## src/rtl/core_pkg.sv

```systemverilog
// Shared RV32I core definitions: sequencer state encoding, NOP word, opcode[6:2] map.
package core_pkg;

   localparam int unsigned XLEN    = 32;
   localparam int unsigned STATE_W = 3;

   typedef enum logic [STATE_W-1:0] {
      ST_FETCH      = 3'd0,
      ST_WAIT_INSTR = 3'd1,
      ST_EXECUTE    = 3'd2,
      ST_WAIT_ALU   = 3'd3,
      ST_TRAP       = 3'd4
   } state_e;

   localparam logic [XLEN-1:0] NOP_INSTR          = 32'h0000_0013;
   localparam logic [XLEN-1:0] DEFAULT_RESET_ADDR = 32'h0000_0000;

   // opcode[6:2]; opcode[1:0] is always 2'b11 for 32-bit encodings
   localparam logic [4:0] OPC_LOAD   = 5'b00000;
   localparam logic [4:0] OPC_OP_IMM = 5'b00100;
   localparam logic [4:0] OPC_AUIPC  = 5'b00101;
   localparam logic [4:0] OPC_STORE  = 5'b01000;
   localparam logic [4:0] OPC_OP     = 5'b01100;
   localparam logic [4:0] OPC_LUI    = 5'b01101;
   localparam logic [4:0] OPC_BRANCH = 5'b11000;
   localparam logic [4:0] OPC_JALR   = 5'b11001;
   localparam logic [4:0] OPC_JAL    = 5'b11011;
   localparam logic [4:0] OPC_SYSTEM = 5'b11100;

   function automatic logic is_word_aligned(input logic [XLEN-1:0] addr);
      return addr[1:0] == 2'b00;
   endfunction

   function automatic logic is_rv32_encoding(input logic [XLEN-1:0] word);
      return word[1:0] == 2'b11;
   endfunction

endpackage

```

## src/rtl/core_ctrl_fsm.sv

```systemverilog
// Multi-cycle RV32I sequencer: fetch, execute, shift wait, retire (PC + instret), sticky trap.
module core_ctrl_fsm
   import core_pkg::*;
#(
   parameter logic [XLEN-1:0] RESET_ADDR = DEFAULT_RESET_ADDR
) (
   input  logic            clk,
   input  logic            resetn,
   output logic [XLEN-1:0] mem_addr,
   output logic            mem_rstrb,
   input  logic            mem_rbusy,
   input  logic [XLEN-1:0] mem_rdata,
   output logic [XLEN-1:0] instr,
   input  logic            dec_wb_en,
   input  logic            dec_is_shift,
   output logic            alu_start,
   input  logic            alu_busy,
   input  logic [XLEN-1:0] pc_next,
   output logic [XLEN-1:0] pc,
   output logic            rf_we,
   output logic [XLEN-1:0] instret,
   output logic            halt
);

   state_e          state_q, state_d;
   logic [XLEN-1:0] pc_q, pc_d;
   logic [XLEN-1:0] instr_q, instr_d;
   logic [XLEN-1:0] instret_q, instret_d;
   logic            halt_q, halt_d;

   logic            retire_c;
   logic            rstrb_c;
   logic            alu_start_c;
   logic            rf_we_c;

   always_ff @(posedge clk or negedge resetn) begin
      if (!resetn) begin
         state_q   <= ST_FETCH;
         pc_q      <= RESET_ADDR;
         instr_q   <= NOP_INSTR;
         instret_q <= '0;
         halt_q    <= 1'b0;
      end else begin
         state_q   <= state_d;
         pc_q      <= pc_d;
         instr_q   <= instr_d;
         instret_q <= instret_d;
         halt_q    <= halt_d;
      end
   end

   always_comb begin
      state_d     = state_q;
      pc_d        = pc_q;
      instr_d     = instr_q;
      instret_d   = instret_q;
      halt_d      = halt_q;
      retire_c    = 1'b0;
      rstrb_c     = 1'b0;
      alu_start_c = 1'b0;
      rf_we_c     = 1'b0;

      unique case (state_q)
         ST_FETCH: begin
            rstrb_c = 1'b1;
            state_d = ST_WAIT_INSTR;
         end
         ST_WAIT_INSTR: begin
            if (!mem_rbusy) begin
               instr_d = mem_rdata;
               if (is_rv32_encoding(mem_rdata)) begin
                  state_d = ST_EXECUTE;
               end else begin
                  state_d = ST_TRAP;
                  halt_d  = 1'b1;
               end
            end
         end
         ST_EXECUTE: begin
            if (dec_is_shift) begin
               alu_start_c = 1'b1;
               state_d     = ST_WAIT_ALU;
            end else begin
               retire_c = 1'b1;
            end
         end
         ST_WAIT_ALU: begin
            if (!alu_busy) begin
               retire_c = 1'b1;
            end
         end
         ST_TRAP: begin
            halt_d = 1'b1;
         end
         default: begin
            state_d = ST_TRAP;
            halt_d  = 1'b1;
         end
      endcase

      // A misaligned next PC is never committed; the retire turns into a trap
      if (retire_c) begin
         if (is_word_aligned(pc_next)) begin
            rf_we_c   = dec_wb_en;
            pc_d      = pc_next;
            instret_d = instret_q + 32'd1;
            state_d   = ST_FETCH;
         end else begin
            state_d = ST_TRAP;
            halt_d  = 1'b1;
         end
      end
   end

   // Strobes are forced low while reset is asserted, since state already reads FETCH
   assign mem_rstrb = rstrb_c & resetn;
   assign alu_start = alu_start_c & resetn;
   assign rf_we     = rf_we_c & resetn;

   assign mem_addr  = pc_q;
   assign pc        = pc_q;
   assign instr     = instr_q;
   assign instret   = instret_q;
   assign halt      = halt_q;

endmodule

```

## config.mk

```make
export PLATFORM = sky130hd
export DESIGN_NAME = core_ctrl_fsm
export DESIGN_NICKNAME = d
export VERILOG_FILES = /design/src/rtl/core_pkg.sv /design/src/rtl/core_ctrl_fsm.sv
export SDC_FILE = /design/constraint.sdc
export NUM_CORES = 1
export LEC_CHECK = 0
export ABC_AREA = 1
export CORE_ASPECT_RATIO = 1.25
export CORE_MARGIN = 10
export CORE_UTILIZATION = 46
export CTS_CLUSTER_SIZE = 25
export DETAILED_ROUTE_END_ITERATION = 7
export MAX_ROUTING_LAYER = met4
export PLACE_DENSITY = 0.86
export REMOVE_ABC_BUFFERS = 1
export SLEW_MARGIN = 10
export SYNTH_ARGS = -nofsm -noshare
export SYNTH_HDL_FRONTEND = slang
export SYNTH_SLANG_ARGS = --single-unit
```

## constraint.sdc

```tcl
create_clock -name clk -period 3.3 [get_ports clk]
set_clock_uncertainty 0.2 [all_clocks]
set_input_delay 0.33 -clock clk [delete_from_list [all_inputs] [get_ports clk]]
set_output_delay 0.33 -clock clk [all_outputs]
set_load 0.01 [all_outputs]
```

==> run summary, run 1 <==
layout cell share with drive strength beyond 1 -> 4.51%
Reg clk slew, reported paths -> 60 ps
DPL Wire Length -> 11,200 um
clk_lat worst skew -> 330 ps
critical path fanouts, max -> 5
Port-buffer cells -> 201
# setup viols final -> 0
Final #Nets -> 821
sequential share of the synthesized area -> 53.4%
hold path cells -> 2
post-route minimum period -> 2540 ps
grt ovf -> 0
Int Pwr -> 1.89 mW
# IOs -> 202
Placement Setup Slack -> 783 ps
WL/cell -> 16.1 um
worst stage delay on the critical path -> 640 ps
Top Layer Used -> met4
mean area per synthesized cell -> 8.08 sq um
DRT iter0 DRCs -> 288
RSZ-0062 raised after global routing -> false
Peak VDD IR -> 0.000236 V
DRT Wirelength -> 14,200 um
crit path DAT -> 2010 ps
Flop pwr share -> 52.8%
Yosys top cell area share -> 51.7%
Syn-to-layout area delta -> 45.6%
synth top area cells -> dfrtp_1, nand2_1, buf_4, nor2_1, nand3_1
Worst Path Required -> 2770 ps
Period Utilization, post-route -> 76.9%
Met2 Wirelength -> 7330 um
Max Fclk -> 0.394 GHz
Initial Utilization -> 46.7%
critical path class -> reg2out
clock root cell -> clkbuf_16
YS warnings -> 0
initial antenna violation count -> 1
clock tree sinks -> 100
die height -> 133 um
worst slew pin tran -> 914 ps
DRT Pass-1 Iters -> 4
Core ar. -> 10,100 sq um
final setup TNS -> 0 ps
met3 routed WL -> 992 um
area taken by multi-input logic gates -> 1740 sq um
P per Cell Area -> 349 nW/um^2
final antenna-violating net count -> 0
crit path capture type -> output port
placed standard-cell area -> 6560 sq um
Max Slew Vio Count -> 0
Longest Clk Path Bufs -> 2
num rows -> 41
dominant cell type by area after synthesis -> dfrtp_1
Die X -> 110 um
min-delay worst type -> reg2reg
Via Count -> 4,295
Yosys reg bits -> 100
Cells after Synth -> 581
CTS tree -> yes
Design Power -> 2.38 mW
DRT met1 WL -> 5500 um
die area -> 14,700 sq um
Clk pwr share -> 39.6%
Sw Ratio -> 20.8%
first-pass GRT wire length -> 22,200 um
fill count -> 777
status -> complete, no violations
flip-flop and latch area -> 2510 sq um
largest net degree at the start of global routing -> 59
Comb pwr share -> 7.6%
Final Hold Vio Count -> 0
final core area utilization -> 67.9%
Max Cap Violations -> 0
CP max stage cell -> clkdlybuf4s50_1
routability cong. -> 0.896
total CTS buffers -> 9
final worst setup slack -> 761 ps
via/cell ratio -> 4.86
leakage -> 3.15 nW
worst-case reg-to-reg path depth -> 7
# DRC -> 0
switching pwr -> 0.495 mW
critical path startpoint category -> flop
Cell Chain, Critical Path -> nor2_1 -> nand2_1 -> nand2_2 -> nand2_2 -> nor2_1 -> clkdlybuf4s50_1
final instance area -> 6830 sq um
CTS H-tree depth -> 3
Slew Limit Headroom -> 39.0%
Overall Global Routing Usage -> 19.5%
vias in the first global route -> 4,554
synthesized area -> 4690 sq um
synth unique cells -> 24
final timing paths:
check                      slack [ps]                      end                   start
setup / recovery                  760                    rf_we  state_q[2]$_DFFE_PN0P_
hold / removal                    260     instr[1]$_DFFE_PN1P_    instr[1]$_DFFE_PN1P_
max in group asynchronous        1950  mem_addr[6]$_DFFE_PN0P_                  resetn
min in group asynchronous         500    instr[25]$_DFFE_PN0P_                  resetn
hold reg to reg                   260     instr[1]$_DFFE_PN1P_    instr[1]$_DFFE_PN1P_
setup reg to reg                 1020    instr[24]$_DFFE_PN0P_  state_q[2]$_DFFE_PN0P_
area by class of cell:
class                           instances  area share (%)
Sequential cell                       100            36.7
Timing Repair Buffer                  207            30.1
Multi-Input combinational cell        406            25.5
Clock buffer                           13            3.66
Tap cell                              129            2.36
Inverter                               26            1.45
Clock inverter                          2           0.183
Antenna cell                            1          0.0366
per-layer routing:
layer | vias up | GRT usage, %
li1 | 2088 | -
met2 | 159 | 33.2
met3 | 28 | 3.45
met5 | - | -
met4 | 0 | 9.23
met1 | 2020 | 21.1
per-stage QoR:
step / instances / hold slack (ps)
floorplan: 532 / -166
global placement: 867 / 254
detailed placement: 867 / 257
CTS: 883 / 267
global route: 884 / 291
finish: 884 / 263
critical path, delay by kind of cell (launching register included):
family,cells,cell delay [ps]
DFF,1,430
buffers and inverters,1,640
and+or+nand+nor,5,610
sequential cells by signal (all words and copies together) (netlist names):
signal and flops:
instr 32, instret 32, mem_addr 32, state_q 3, halt 1
power by group through the flow:
| stage | Sequential, mW | Combinational, mW | Clock, mW |
|---|---|---|---|
| 2_1_floorplan | 1.29 | 0.0161 | 0 |
| 3_3_place_gp | 1.28 | 0.179 | 0 |
| 3_5_place_dp | 1.28 | 0.183 | 0 |
| 4_1_cts | 1.26 | 0.185 | 0.970 |
| 5_1_grt | 1.26 | 0.197 | 1.02 |
| 6_report | 1.26 | 0.181 | 0.943 |
cells by family after synthesis:
logic type      count (synthesis)  synth area share, %
simple gates                  377                 32.2
buf+inv                        75                 9.47
xor+xnor                       19                 3.55
compound gates                  9                 1.07
flops                         100                 53.4
fa+ha+maj                       1                0.267
cell usage after synthesis:
library cell  number
inv_1             24
buf_4             34
xor2_1            10
dfstp_2            3
nor2_2             9
nor2_1            43
o21ai_0            6
buf_6              4
nand2_1          283
nand2_2            2
a21oi_1            1
xnor2_1            9
inv_2              1
nand3b_1           4
o31ai_1            1
buf_2              3
nand3_1           20
clkinv_2           1
nor3_1             8
o211ai_1           1
nand4_1            8
dfrtp_1           97
clkbuf_1           8
ha_1               1
what timing repair did:
item	4_1_cts	5_1_grt
hold buffers	1	0
setup endpoints to repair	0	0
setup buffers	0	0
resized for setup	0	0
endpoints found under the hold margin	97	0
placed cells by master (no fill, tap or decap), types with 2 or more instances in the layout:
cell	synthesis	routed
dfrtp_1	97	97
nor2_1	43	43
clkinv_2	1	2
nor2_2	9	9
nand3_1	20	20
o21ai_0	6	6
dfstp_2	3	3
buf_4	34	6
nor3_1	8	8
nand2_1	283	283
clkdlybuf4s50_1	0	200
nand3b_1	4	4
xor2_1	10	10
clkbuf_1	8	3
nand4_1	8	8
xnor2_1	9	9
inv_1	24	24
nand2_2	2	2
clkbuf_16	0	9
(Power assumes the default switching activity.)
==> inputs of run 2 (changes only) <==
--- a/config.mk
+++ b/config.mk
@@ -8,11 +8,11 @@
 export ABC_AREA = 1
 export CORE_ASPECT_RATIO = 1.25
 export CORE_MARGIN = 10
-export CORE_UTILIZATION = 46
+export CORE_UTILIZATION = 39
 export CTS_CLUSTER_SIZE = 25
 export DETAILED_ROUTE_END_ITERATION = 7
 export MAX_ROUTING_LAYER = met4
-export PLACE_DENSITY = 0.86
+export PLACE_DENSITY = 0.78
 export REMOVE_ABC_BUFFERS = 1
 export SLEW_MARGIN = 10
 export SYNTH_ARGS = -nofsm -noshare
==> constraint.sdc (replaced) <==
create_clock -name clk -period 2.2 [get_ports clk]
set_clock_uncertainty 0.2 [all_clocks]
set_input_delay 0.22 -clock clk [delete_from_list [all_inputs] [get_ports clk]]
set_output_delay 0.22 -clock clk [all_outputs]
set_load 0.01 [all_outputs]
==> run summary, run 2 (synthesized netlist as in run 1, its figures left out) <==
status -> complete, no violations
most common cell after layout, fill and taps aside -> nand2_1
Port-buffer cells -> 201 (unchanged)
initial antenna violation count -> 0 (-1)
die area -> 16,800 sq um (+15%)
largest net degree at the start of global routing -> 52 (-12%)
min-delay worst type -> in2reg
Max Slew Vio Count -> 0 (unchanged)
GRT met1 Usage -> 18.8% (-2.3 points)
Design Power -> 3.97 mW (+66%)
Die X -> 118 um (+7.0%)
Period Utilization, post-route -> 94.7%
Via Count -> 4,255 (-0.93%)
hold path cells -> 3 (+1)
M3 GR Usage -> 3.51% (+0.061 points)
clk_lat worst skew -> 330 ps (about the same)
die height -> 143 um (+7.3%)
leakage -> 3.27 nW (+3.5%)
# IOs -> 202 (unchanged)
# setup viols final -> 0 (unchanged)
grt ovf -> 0 (unchanged)
Reg clk slew, reported paths -> 70 ps (about the same)
Cell Chain, Critical Path -> inv_2 -> nor2_1 -> nand2_1 -> nand2_2 -> nand2_2 -> nor2_1 -> dlygate4sd2_1
clock root cell -> clkbuf_16
CTS H-tree depth -> 3 (unchanged)
RSZ-0062 raised after global routing -> false
Slew Limit Headroom -> 57.2% (+18 points)
Longest Clk Path Bufs -> 2 (unchanged)
DRT iter0 DRCs -> 285 (-1.0%)
critical path fanouts, max -> 6 (+1)
layer with the highest usage -> met2
CP max stage cell -> dfrtp_1
commonest cells after routing, fill and taps aside -> nand2_1, clkdlybuf4s50_1, dfrtp_1
total CTS buffers -> 9 (unchanged)
post-route minimum period -> 2080 ps
crit path capture type -> output port
Placement Setup Slack -> 78.6 ps (-704 ps)
Peak VDD IR -> 0.000353 V (+49%)
DRT Pass-1 Iters -> 6 (+2)
layout cell share with drive strength beyond 1 -> 5.79% (+1.3 points)
crit path DAT -> 1660 ps (-350 ps)
CTS tree -> yes
WL/cell -> 15.4 um (-4.6%)
critical path startpoint category -> flop
worst stage delay on the critical path -> 460 ps (-180 ps)
first-pass GRT wire length -> 22,500 um (+1.4%)
P per Cell Area -> 566 nW/um^2 (+62%)
Worst Path Required -> 1780 ps (-990 ps)
Hold Slack -> 189 ps (-73.9 ps)
DPL Wire Length -> 11,200 um (-0.60%)
critical path class -> reg2out
Final #Nets -> 826 (+0.61%)
CP delay by family, top -> flip-flops
vias in the first global route -> 4,383 (-3.8%)
Crit path depth -> 7 (+1)
via/cell ratio -> 4.62 (-4.9%)
Syn-to-layout area delta -> 49.4%
DRT Wirelength -> 14,200 um (-0.64%)
final antenna-violating net count -> 0 (unchanged)
routability cong. -> 0.889 (-0.77%)
Final Hold Vio Count -> 0 (unchanged)
Antenna Cells -> 0 (-1)
Max Fclk -> 0.480 GHz
Core ar. -> 11,700 sq um (+17%)
WP buf/inv -> 2 (+1)
placed standard-cell area -> 6650 sq um (+1.4%)
Max Cap Violations -> 0 (unchanged)
met2 usage -> 30.1% (-3.1 points)
worst slew pin tran -> 641 ps (-273 ps)
final instance area -> 7010 sq um (+2.7%)
final setup TNS -> 0 ps (unchanged)
num rows -> 44 (+7.3%)
clock tree sinks -> 100 (unchanged)
worst-case reg-to-reg path depth -> 8 (+1)
final worst setup slack -> 118 ps (-643 ps)
# DRC -> 0 (unchanged)
Overall Global Routing Usage -> 17.0% (-2.5 points)
Initial Utilization -> 40.0% (-6.7 points)
==> run 2: metal layers <==
| metal | up-vias | part of all wire (%) |
|---|---|---|
| met4 | 0 | 0.90 |
| met1 | 1993 | 41 |
| met2 | 151 | 52 |
| met5 | - | 0 |
| li1 | 2103 | - |
| met3 | 8 | 5.8 |
==> run 2: path summary, 6_finish.rpt <==
kind                                        startpoint                        to  slack, ps
worst max-delay path            state_q[1]$_DFFE_PN0P_                     rf_we        120
worst min-delay path                      mem_rdata[4]      instr[4]$_DFFE_PN1P_        190
worst max register to register  instret[1]$_DFFE_PN0P_   instret[30]$_DFFE_PN0P_        260
worst min register to register   instr[28]$_DFFE_PN0P_     instr[28]$_DFFE_PN0P_        270
max in group asynchronous                       resetn  mem_addr[13]$_DFFE_PN0P_        950
min in group asynchronous                       resetn     instr[25]$_DFFE_PN0P_        400
==> run 2: worst reg2reg max path, delay by kind of cell, from the launching register on <==
kind	cells	cell delay, ps
and+or+nand+nor	7	1020
DFF	1	410
adders and majority gates	1	190
==> run 2: where the power goes <==
part	internal [mW]	leakage (nW)	switching, mW
clock network	1.14	0.169	0.665
logic	0.172	1.77	0.102
registers	1.87	1.33	0.0153
==> run 2: what timing repair did <==
item | CTS | global route
gates resized for setup | 2 | 2
endpoints found under the hold margin | 97 | 0
setup endpoints to repair | 2 | 2
hold buffers | 1 | 0
setup buffers | 0 | 0
==> run 2: area by class of cell <==
type                            count  area [sq um]
Sequential cell                   100          2510
Tap cell                          161           201
Clock buffer                       10           239
Multi-Input combinational cell    406          1740
Timing Repair Buffer              212          2110
Clock inverter                      6           111
Fill cell                        1077          4710
Inverter                           26          98.8
==> run 2: per-stage QoR <==
stage | std cells | util (%)
after floorplan | 532 | -
after detailed placement | 904 | 56.7
after global routing | 921 | 59.8
after global placement | 904 | 56.7
after CTS | 921 | 59.8
final | 921 | 59.8
==> RTL change: new RTL, config.mk and constraints of run 2 <==
The package constant `XLEN` goes from 32 to 48.
--- a/src/rtl/core_pkg.sv
+++ b/src/rtl/core_pkg.sv
@@ -1,7 +1,7 @@
 // Shared RV32I core definitions: sequencer state encoding, NOP word, opcode[6:2] map.
 package core_pkg;
 
-   localparam int unsigned XLEN    = 32;
+   localparam int unsigned XLEN    = 48;
    localparam int unsigned STATE_W = 3;
 
    typedef enum logic [STATE_W-1:0] {
Ports: changed (6 resized); port bits go from 202 to 298. No check against the original RTL was run, so the function may have changed too.
==> RTL change against run 2 <==
  * Worst setup slack better by 23 ps
  * Non-clock buffer count is 102 higher
  * Sequential cell count is 48 higher
  * Utilization is 0.41 points lower
  * Sequential share of layout area is 1.2 points lower
  * Via count is 46% higher
  * Final area is 53% higher
  * Combinational power grew to 17 times the old value
  * Total power grew to 3.0 times the old value
  * Wire length is 67% higher
  * Synthesized area is 53% higher
==> RTL change: results (changes against run 2) <==
status completed; Skew-Pair Late Insertion Delay 420 ps (+90 ps); Bufs on Longest Clock Path 2 (unchanged); fraction of layout cells with a size suffix above 1 0.130 (+0.0725); port buffer count 297 (+48%); placed cells 1253 (+39%); Syn. warnings 0 (unchanged); post-synthesis sequential area ratio 0.516 (-0.0179); Post CTS Setup Buffer Count 0 (unchanged); All-Layer GR Usage 0.195 (+0.0258); Total Wirelength 23600 µm (+67%); CTS clock-pin slew for the worst setup and hold paths 70 ps (about the same); synth unique cells 34 (+42%); largest net degree at the start of global routing 149 (+190%); P_leak 4.99 nW (+53%); Final HPWL DP 17900 µm (+61%); Int Pwr 8.01 mW (+150%); synth cell count leaders nand2_1, dfrtp_1, inv_1, buf_4, mux2_2; # diodes 0 (unchanged); Async S/R FF share, synth 1.00 (unchanged); htree depth 4 (+1); first-pass GRT wire length 36400 µm (+61%); CTS Buf Count 17 (+8); CP Max Fanout 4 (-2); Crit path arrival time 1640 ps (-20 ps); Worst-Margin Slew 809 ps (+167 ps); routability cong. 0.864 (-2.8%); 1st-pass router iterations 4 (-2); WL per Instance 18.3 µm (+19%); vias in the first global route 6592 (+50%); Gate Count Post-Synth 781 (+34%); Vias 6226 (+46%); nets@finish 1148 (+39%); initial antenna violation count 0 (unchanged); DP Area 10100 µm² (+53%); Max VDD drop 0.000708 V (+100%); Hold Path Class in2reg; Root Buffer clkbuf_16; largest cells by area after synthesis dfrtp_1, nand2_1, mux2_2; Iteration-0 DRC Markers 311 (+9.1%); pre-CTS setup slack 7.28 ps (-71.3 ps)
[RTL change: changes by cell type after synthesis, sizes merged, moves of 3 or more]
cell | run 2 | this run
and3 | 0 | 3
dfrtp | 97 | 145
nand3 | 20 | 35
buf | 41 | 69
nand3b | 4 | 9
nor2 | 52 | 63
nand4 | 8 | 20
inv | 25 | 60
clkbuf | 8 | 0
mux2 | 0 | 48
[RTL change: final cells by class]
type / count / area [µm²]
Clock buffer: 17 / 425
Clock inverter: 15 / 161
Fill cell: 1518 / 7350
Inverter: 60 / 225
Multi-Input combinational cell: 504 / 2750
Sequential cell: 148 / 3710
Tap cell: 228 / 285
Timing Repair Buffer: 314 / 3200
[RTL change: critical path, cell delays in order (launching register included)]
cell and delay (ps):
dfrtp_1 440, nor2_1 170, inv_1 120, nor3_1 170, dlygate4sd2_1 320
[RTL change: cell families (layout without fill, tap and decap cells)]
| group | Yosys count | after routing | synth area share |
|---|---|---|---|
| fa+ha+maj | 1 | 1 | 0.00174 |
| simple gates | 426 | 426 | 0.271 |
| xor+xnor | 17 | 17 | 0.0228 |
| mux | 48 | 48 | 0.0753 |
| buf+inv | 129 | 406 | 0.103 |
| flops | 148 | 148 | 0.516 |
| compound gates | 12 | 12 | 0.00906 |
[RTL change: final timing paths]
kind | start | endpoint | slack, ps | cells past startpoint
setup / recovery | state_q[2] | mem_rstrb | 140 | 4
hold / removal | pc_next[13] | mem_addr[13] | 130 | 3
setup reg to reg | state_q[2] | instret[39] | 160 | 10
hold reg to reg | halt | halt | 300 | 2
max in group asynchronous | resetn | mem_addr[27] | 870 | 3
min in group asynchronous | resetn | instr[2] | 320 | 3
[RTL change: metal layers]
metal	vias up	GRT usage	part of all wire
li1	2942	-	-
met1	3011	0.223	0.40
met2	245	0.327	0.52
met3	28	0.0538	0.058
met4	0	0.0645	0.021
met5	-	-	0
[RTL change: repair_timing]
| action | CTS | global route |
|---|---|---|
| pin swaps | 0 | 1 |
| endpoints found under the setup margin | 3 | 2 |
| hold buffers | 1 | 0 |
| hold endpoints to repair | 145 | 0 |
| gates cloned | 0 | 0 |
| gates resized for setup | 4 | 4 |
[RTL change: power groups by stage]
stage | sequential [mW] | combinational, mW | clock, mW
2_1_floorplan | 4.78 | 0.967 | 0
3_3_place_gp | 4.29 | 4.64 | 0
3_5_place_dp | 4.31 | 4.71 | 0
4_1_cts | 4.30 | 4.72 | 2.99
5_1_grt | 4.42 | 4.95 | 3.11
6_report | 4.31 | 4.65 | 2.93
